`src/rtl/vga_timing_gen.sv`:
```
// vga_timing_gen: parametrised VGA raster timing generator.
// Counts pixel clocks under pix_ce, exports the current coordinate and a pixel
// request to an upstream source with LAT steps of read latency, and delays
// sync/blanking so hs/vs/de line up with the returned colour.
// Ports:
//   clk, rst        pixel clock, asynchronous active-high reset
//   pix_ce          pixel clock enable; all state advances only when high
//   rgb_in          {r,g,b} from the source, valid LAT steps after its x/y
//   x, y, req       current coordinate and active-area request
//   hs, vs, de      aligned syncs (polarity per HS_POL/VS_POL) and data enable
//   r, g, b         aligned colour, zero outside de
//   line_start      one-clk pulse on horizontal wrap
//   frame_start     one-clk pulse on frame wrap
module vga_timing_gen #(
    parameter int unsigned H_ACTIVE = 640,
    parameter int unsigned H_FP     = 16,
    parameter int unsigned H_SYNC   = 96,
    parameter int unsigned H_BP     = 48,
    parameter int unsigned V_ACTIVE = 480,
    parameter int unsigned V_FP     = 10,
    parameter int unsigned V_SYNC   = 2,
    parameter int unsigned V_BP     = 33,
    parameter int unsigned HS_POL   = 0,
    parameter int unsigned VS_POL   = 0,
    parameter int unsigned CW       = 1,
    parameter int unsigned LAT      = 1
) (
    input  logic              clk,
    input  logic              rst,
    input  logic              pix_ce,
    input  logic [3*CW-1:0]   rgb_in,
    output logic [11:0]       x,
    output logic [11:0]       y,
    output logic              req,
    output logic              hs,
    output logic              vs,
    output logic              de,
    output logic [CW-1:0]     r,
    output logic [CW-1:0]     g,
    output logic [CW-1:0]     b,
    output logic              line_start,
    output logic              frame_start
);

    localparam int unsigned H_TOTAL = H_ACTIVE + H_FP + H_SYNC + H_BP;
    localparam int unsigned V_TOTAL = V_ACTIVE + V_FP + V_SYNC + V_BP;

    localparam logic [11:0] H_LAST     = 12'(H_TOTAL - 1);
    localparam logic [11:0] V_LAST     = 12'(V_TOTAL - 1);
    localparam logic [11:0] H_ACT      = 12'(H_ACTIVE);
    localparam logic [11:0] V_ACT      = 12'(V_ACTIVE);
    localparam logic [11:0] H_SYNC_BEG = 12'(H_ACTIVE + H_FP);
    localparam logic [11:0] H_SYNC_END = 12'(H_ACTIVE + H_FP + H_SYNC - 1);
    localparam logic [11:0] V_SYNC_BEG = 12'(V_ACTIVE + V_FP);
    localparam logic [11:0] V_SYNC_END = 12'(V_ACTIVE + V_FP + V_SYNC - 1);
    localparam logic        HS_ON      = (HS_POL != 0);
    localparam logic        VS_ON      = (VS_POL != 0);

    // Raster counters
    logic [11:0] hcnt_q, hcnt_d;
    logic [11:0] vcnt_q, vcnt_d;
    logic        h_wrap, v_wrap;

    assign h_wrap = (hcnt_q == H_LAST);
    assign v_wrap = (vcnt_q == V_LAST);

    always_comb begin
        hcnt_d = hcnt_q;
        vcnt_d = vcnt_q;
        if (pix_ce) begin
            if (h_wrap) begin
                hcnt_d = '0;
                vcnt_d = v_wrap ? 12'd0 : vcnt_q + 12'd1;
            end else begin
                hcnt_d = hcnt_q + 12'd1;
            end
        end
    end

    always_ff @(posedge clk or posedge rst) begin
        if (rst) begin
            hcnt_q <= '0;
            vcnt_q <= '0;
        end else begin
            hcnt_q <= hcnt_d;
            vcnt_q <= vcnt_d;
        end
    end

    assign x   = hcnt_q;
    assign y   = vcnt_q;
    assign req = (hcnt_q < H_ACT) && (vcnt_q < V_ACT);

    // Raw sync is "true = in sync"; polarity is applied at the output register
    logic hsync_raw, vsync_raw;
    assign hsync_raw = (hcnt_q >= H_SYNC_BEG) && (hcnt_q <= H_SYNC_END);
    assign vsync_raw = (vcnt_q >= V_SYNC_BEG) && (vcnt_q <= V_SYNC_END);

    // Delay line matching the upstream read latency: {hsync, vsync, req}
    logic [2:0] raw_vec;
    logic [2:0] dly_vec;
    assign raw_vec = {hsync_raw, vsync_raw, req};

    if (LAT == 0) begin : g_no_dly
        assign dly_vec = raw_vec;
    end else begin : g_dly
        logic [2:0] dly_q [LAT];

        always_ff @(posedge clk or posedge rst) begin
            if (rst) begin
                for (int i = 0; i < int'(LAT); i++) begin
                    dly_q[i] <= '0;
                end
            end else if (pix_ce) begin
                dly_q[0] <= raw_vec;
                for (int i = 1; i < int'(LAT); i++) begin
                    dly_q[i] <= dly_q[i-1];
                end
            end
        end

        assign dly_vec = dly_q[LAT-1];
    end

    // Output register, aligned with rgb_in of the same coordinate
    logic              hs_q, vs_q, de_q;
    logic [3*CW-1:0]   rgb_q;
    logic              line_start_q, frame_start_q;

    always_ff @(posedge clk or posedge rst) begin
        if (rst) begin
            hs_q  <= ~HS_ON;
            vs_q  <= ~VS_ON;
            de_q  <= 1'b0;
            rgb_q <= '0;
        end else if (pix_ce) begin
            hs_q  <= dly_vec[2] ? HS_ON : ~HS_ON;
            vs_q  <= dly_vec[1] ? VS_ON : ~VS_ON;
            de_q  <= dly_vec[0];
            rgb_q <= dly_vec[0] ? rgb_in : '0;
        end
    end

    // Pulses are re-evaluated every clk so they never stretch across idle cycles
    always_ff @(posedge clk or posedge rst) begin
        if (rst) begin
            line_start_q  <= 1'b0;
            frame_start_q <= 1'b0;
        end else begin
            line_start_q  <= pix_ce & h_wrap;
            frame_start_q <= pix_ce & h_wrap & v_wrap;
        end
    end

    assign hs          = hs_q;
    assign vs          = vs_q;
    assign de          = de_q;
    assign r           = rgb_q[3*CW-1:2*CW];
    assign g           = rgb_q[2*CW-1:CW];
    assign b           = rgb_q[CW-1:0];
    assign line_start  = line_start_q;
    assign frame_start = frame_start_q;

endmodule

```
`config.mk`:
```
export PLATFORM = sky130hd
export DESIGN_NAME = vga_timing_gen
export DESIGN_NICKNAME = d
export VERILOG_FILES = /design/src/rtl/vga_timing_gen.sv
export SDC_FILE = /design/constraint.sdc
export NUM_CORES = 1
export LEC_CHECK = 0
export CORE_ASPECT_RATIO = 0.8
export CORE_MARGIN = 3
export CORE_UTILIZATION = 50
export CTS_CLUSTER_SIZE = 24
export DETAILED_ROUTE_END_ITERATION = 6
export GPL_TIMING_DRIVEN = 0
export PLACE_DENSITY_LB_ADDON = 0.25
export SETUP_SLACK_MARGIN = 0.02
export SLEW_MARGIN = 25
export SYNTH_ARGS = -nofsm -noshare
export SYNTH_HDL_FRONTEND = slang
export SYNTH_SLANG_ARGS = --single-unit
```
`constraint.sdc`:
```
create_clock -name clk -period 2.2 [get_ports clk]
set_input_delay 0.22 -clock clk [delete_from_list [all_inputs] [get_ports clk]]
set_output_delay 0.22 -clock clk [all_outputs]
set_load 0.05 [all_outputs]
```
Word-level counts from Yosys, hierarchy flattened
Cells that the tools add are included.
{"block": "totals", "in_bits": 6, "word_cells": 30, "register_bits": 35, "out_inout_bits": 33}
{"block": "classes", "addsub": 2, "n_lt_le_gt_ge": 6, "reduce_logical": 4, "muxes": 5, "bitwise_logic": 2, "n_eq_ne": 2}
{"cell": "$add 12x1->12 const B", "count": 2}
{"cell": "$eq 12x10->1 const B", "count": 2}
{"cell": "$mux 12", "count": 2}
{"cell": "$ge 12x10->1 const B", "count": 1}
{"cell": "$ge 12x9->1 const B", "count": 1}
{"cell": "$le 12x10->1 const B", "count": 1}
{"cell": "$le 12x9->1 const B", "count": 1}
{"cell": "$lt 12x10->1 const B", "count": 1}
{"cell": "$lt 12x9->1 const B", "count": 1}
{"cell": "$logic_and 1x1->1", "count": 3}
{"cell": "$mux 3", "count": 1}
{"cell": "$and 1x1->1", "count": 2}
{"cell": "$mux 1", "count": 2}
{"cell": "$reduce_and 2->1", "count": 1}

Logic depth before layout (Yosys ltp)
{"block": "depth", "word_depth": 3, "depth_mapped": 7, "depth_no_buf": 6}

Worst setup path before layout
OpenSTA, ideal clock, no wires.
{"block": "synth_timing", "path_kind": "register -> register", "start": "reg vcnt_q[0], in the netlist y[0]", "end": "reg vcnt_q[9], in the netlist y[9]", "arrival_time_ps": 1997, "t_required_ps": 2124, "setup_slack_ps": 126, "n_path_buf": 1, "stages_incl_launch_ff": 8, "path_cell_list": "dfrtp_1 > inv_1 > ha_1 > and4b_1 > and3_1 > buf_2 > or4_1 > o21ai_1"}
{"block": "synth_between", "elab_chain_len": 2, "word_cells_on_any_way": 3}
{"item": "start: declaration", "line": "61", "text": "logic [11:0] vcnt_q, vcnt_d;"}
{"item": "start signal: assignment", "line": "86", "text": "vcnt_q <= vcnt_d;"}
{"item": "$add 12x1->12 / $eq 12x10->1 (equally long branches)", "line": "73, 65"}
{"item": "$mux 12 *", "line": "73", "text": "vcnt_d = v_wrap ? 12'd0 : vcnt_q + 12'd1;"}
Every way passes the cells marked *; elsewhere a longest branch is shown, timed or not.
A chain may end at the register's enable or synchronous reset.

Worst setup path after layout
{"block": "layout_timing", "start": "reg hcnt_q[1], in the netlist x[1]", "end": "reg vcnt_q[7], in the netlist y[7]"}
{"block": "layout_between", "elab_chain_len": 2}
{"item": "start: declaration", "line": "60", "text": "logic [11:0] hcnt_q, hcnt_d;"}
{"item": "start signal: assignment", "line": "85", "text": "hcnt_q <= hcnt_d;"}
{"item": "$eq 12x10->1", "line": "64", "text": "assign h_wrap = (hcnt_q == H_LAST);"}
{"item": "$reduce_and 2->1 (no line)"}
Every way passes these cells.

==> results.txt <==
The horizontal die dimension came out at about 72 um. The post-route antenna net violation count came out at 0. The number of different library cells in the post-synthesis netlist is 34.

The total global routing overflow came out at 0. The largest area contributor in the netlist is sky130_fd_sc_hd__dfrtp_1. The number of vias per cell after detailed routing is 5.81. Summed over all failing endpoints, the final setup total negative slack is 0 ns. The final core area utilization is a little over two thirds. The clock-pin slew on the worst setup and hold paths came out at about 0.07 ns. For this run, the post-layout net count is 224. The initial core utilization is approximately 54%. Max-cap violations in this run came to 0.

For this run, the leading register cell type out of synthesis is sky130_fd_sc_hd__dfrtp_1. The CTS sink count came out at 35. The hold violation count in the final report is 0. The count of final setup violators came out at 0. The critical path in this run is classified as reg2reg. The smallest clock period supported by the final layout is computed as roughly 2 ns. The floorplan core area is 3200 sq um. The initial antenna violation count was 0. The final setup skew came out at 0.00538 ns. During synthesis, Yosys emitted a total of 0 warnings.

The netlist area before placement came out at 1730 sq um. The tree is rooted in a sky130_fd_sc_hd__clkbuf_8. The post-synthesis area per instance came out at ~10 sq um. The total CTS buffers came out at 5. The boundary pin count is 39.

The floorplan step defined a die boundary enclosing about 4200 sq um. The combined global-route utilization of all metal layers is 22.2%. The clock tree synthesis step divided the H-tree into 2 levels.

The fraction of post-synthesis cell area in the top cell type by area came out at 47.7%. The final RePlAce weighted congestion is between 0.8 and 0.9. The deepest clock path buffer count came out at 2. The worst setup path is launched from a flip-flop. The number of nets in the synthesized netlist came out at 179. The flow ran to the end, and the final reports show no timing, DRC or antenna violations. The transition at the pin with the smallest max-transition slack is approximately 0.70 ns. The layout-stage area growth over the synthesis result came out at 30.3%.

The final number of max-transition violations came out at 0. The sequential cell area fraction in the yosys report is approximately half. The type of element capturing the critical path is a flip-flop. The required arrival time at the worst endpoint came out at between 2 and 2.5 ns. The number of enable-type register cells in the synthesized netlist is 0. The max-slew headroom at the worst pin is a little over half. The detailed-router iteration count before antenna repair came out at 4. Synthesis produced a netlist whose cell count is 169. The worst reg-to-reg path cell count is 6. After floorplanning, the core was divided into 18 placement rows.

The number of buffers and inverters on the critical path is 1. The number of setup buffers added after CTS is 0. The maximum number of pins on one net before global-route repair is 36. The remaining design rule violation count came out at 0.

The maximum net fanout on the critical path came out at 10. The final critical-path share of the clock period is 88.6%. The flop and latch count out of synthesis came out at 35. The first-pass GRT wire length is approximately 7100 um.

The worst setup path startpoint is x[1]. The total stage count of the critical path came out at 6. The share of flip-flops with an asynchronous set or reset after synthesis is 100%. Traced cell by cell, the critical path runs through ha_1, nand2_1, nand4b_1, buf_2, nor2_1, a221o_1. The final layout contains routed wiring with a total length of approximately 4000 um. The number of inserted diodes is 0.

The timing-limited maximum frequency is 513 MHz. Setup repair after global routing left no endpoint under its margin. The detailed router's first-iteration violation count is around 110. The hold-fix buffer count after cts came out at 0. Data arrives at the worst endpoint at roughly 2.2 ns. The average wire per cell in the routed design came out at 16.1 um. The area occupied by multi-input gates is ~770 sq um. The internal reg-to-reg setup slack came out at 0.25 ns. Among cell families on the critical path, the largest total delay comes from simple AND/OR/NAND/NOR gates.

The critical path's slowest cell is sky130_fd_sc_hd__dfrtp_1. In this run the worst setup path terminates at y[7]. In the final layout, flip-flops and latches occupy 878 sq um. The share of post-route cells with drive strength above 1 is 11.2%. The peak supply drop is 797 uV. The vertical die dimension is just under 60 um. The static leakage came out at about 0.98 nW.

The worst register-to-register path ends at y[7]. The number of global-route vias before repair was 1498. Leaving out fill and tap cells, the most frequent cell in the layout is sky130_fd_sc_hd__clkdlybuf4s50_1. The kind of path behind the tightest hold check is in2async.

Ranked by total cell area, the synthesized netlist is headed by sky130_fd_sc_hd__dfrtp_1 (48%), sky130_fd_sc_hd__xnor2_1 (3.5%), sky130_fd_sc_hd__inv_1 (3.2%). The areal power density over the cells is about 730 nW/um^2. Buffers placed on the I/O ports in this run total 38.

Summed over all nets, the half-perimeter wirelength after detailed placement is roughly 2900 um. The total via count in the routed design is 1481. In the layout the commonest cells are sky130_fd_sc_hd__clkdlybuf4s50_1 (37), sky130_fd_sc_hd__dfrtp_1 (33), sky130_fd_sc_hd__inv_1 (14).

TritonCTS built the clock tree. The final-layout fill cell count came out at 243. The clock latency at the later pin of the worst-skew pair is 0.29 ns. The worst register-to-register path begins at x[1].

The largest single stage delay on the critical path is approximately 0.43 ns.
-- per-stage QoR --
| stage | power [W] | instance area (sq um) | hold slack [ns] | worst slack, ns | std cells |
|---|---|---|---|---|---|
| 3_3_place_gp | 0.00114 | 2160 | 0.490 | 0.172 | 247 |
| 5_1_grt | 0.00173 | 2260 | 0.426 | 0.135 | 255 |
| 4_1_cts | 0.00166 | 2260 | 0.395 | 0.0363 | 255 |
| 6_report | 0.00165 | 2260 | 0.362 | 0.250 | 255 |
| 2_1_floorplan | 0.00101 | 1730 | 0.370 | 0.126 | 169 |
| 3_5_place_dp | 0.00115 | 2160 | 0.516 | 0.131 | 247 |
-- worst min-delay path by stage --
stage | start | end | slack, ns | cells past startpoint
2_1_floorplan | rst | de | 0.37 | 1
3_3_place_gp | de | de | 0.49 | 1
3_5_place_dp | rgb_q[0] | rgb_q[0] | 0.52 | 2
4_1_cts | rst | y[3] | 0.40 | 2
5_1_grt | rst | y[3] | 0.43 | 2
6_report | rst | y[0] | 0.36 | 2
-- metal layers --
| layer | GRT usage, % | up-vias | routed length [um] |
|---|---|---|---|
| met5 | 0 | - | 0 |
| met4 | 9.38 | 0 | 70 |
| met3 | 5.29 | 8 | 295 |
| li1 | - | 698 | - |
| met2 | 33.4 | 53 | 1870 |
| met1 | 31.0 | 722 | 1860 |
-- cells in the mapped netlist, drive strengths merged, types with 3 or more instances --
cell / instances
xnor2: 7
nand2: 7
o21ai: 13
inv: 15
ha: 4
nand3: 10
nor4: 6
and3: 7
xor2: 3
mux2: 5
a21oi: 3
buf: 3
dfrtp: 33
a22o: 6
nor2b: 3
clkbuf: 3
nor2: 10
nand4: 7
nor3: 4
-- worst register-to-register path, cell delays in order, from the launching register on --
cell                       delay (ns)
sky130_fd_sc_hd__dfrtp_1         0.43
sky130_fd_sc_hd__ha_1            0.25
sky130_fd_sc_hd__nand2_1         0.15
sky130_fd_sc_hd__nand4b_1        0.23
sky130_fd_sc_hd__buf_2           0.22
sky130_fd_sc_hd__nor2_1          0.40
sky130_fd_sc_hd__a221o_1         0.22
-- what timing repair did --
item | 4_1_cts | 5_1_grt
pin swaps | 0 | 0
setup endpoints to repair | 1 | 1
resized for setup | 2 | 1
gates cloned | 0 | 0
-- sequential cells by signal, indices dropped and copies added (netlist names), 3 cells and up --
signal / cells
x: 12
y: 12
dly_vec: 3
rgb_q: 3
-- cell type report --
| cell class | count | share of cell area, % |
|---|---|---|
| buffer | 6 | 1.22 |
| inverter | 15 | 2.49 |
| tap | 40 | 2.22 |
| clock buffer | 8 | 4.43 |
| sequential | 35 | 38.9 |
| timing repair buffer | 38 | 16.6 |
| multi-input combinational | 113 | 34.1 |
-- logic make-up (layout without fill, tap and decap cells) --
kind of cell               after synthesis  count (layout)  synth area share [%]
and+or+nand+nor                         66              66                  22.7
adders and majority gates                4               4                  2.89
muxes                                    7               7                  4.40
AOI/OAI and AO/OA                       26              26                  9.46
DFF                                     35              35                  50.7
xor gates and xnor gates                10              10                  5.05
buffers and inverters                   21              67                  4.84
-- where the power goes --
part | total, W | internal (W) | switching [W]
combinational | 0.000381 | 0.000134 | 0.000247
clock | 0.000507 | 0.000285 | 0.000222
sequential | 0.000765 | 0.000688 | 0.0000776
No activity file was read; power rests on OpenSTA's default activity.
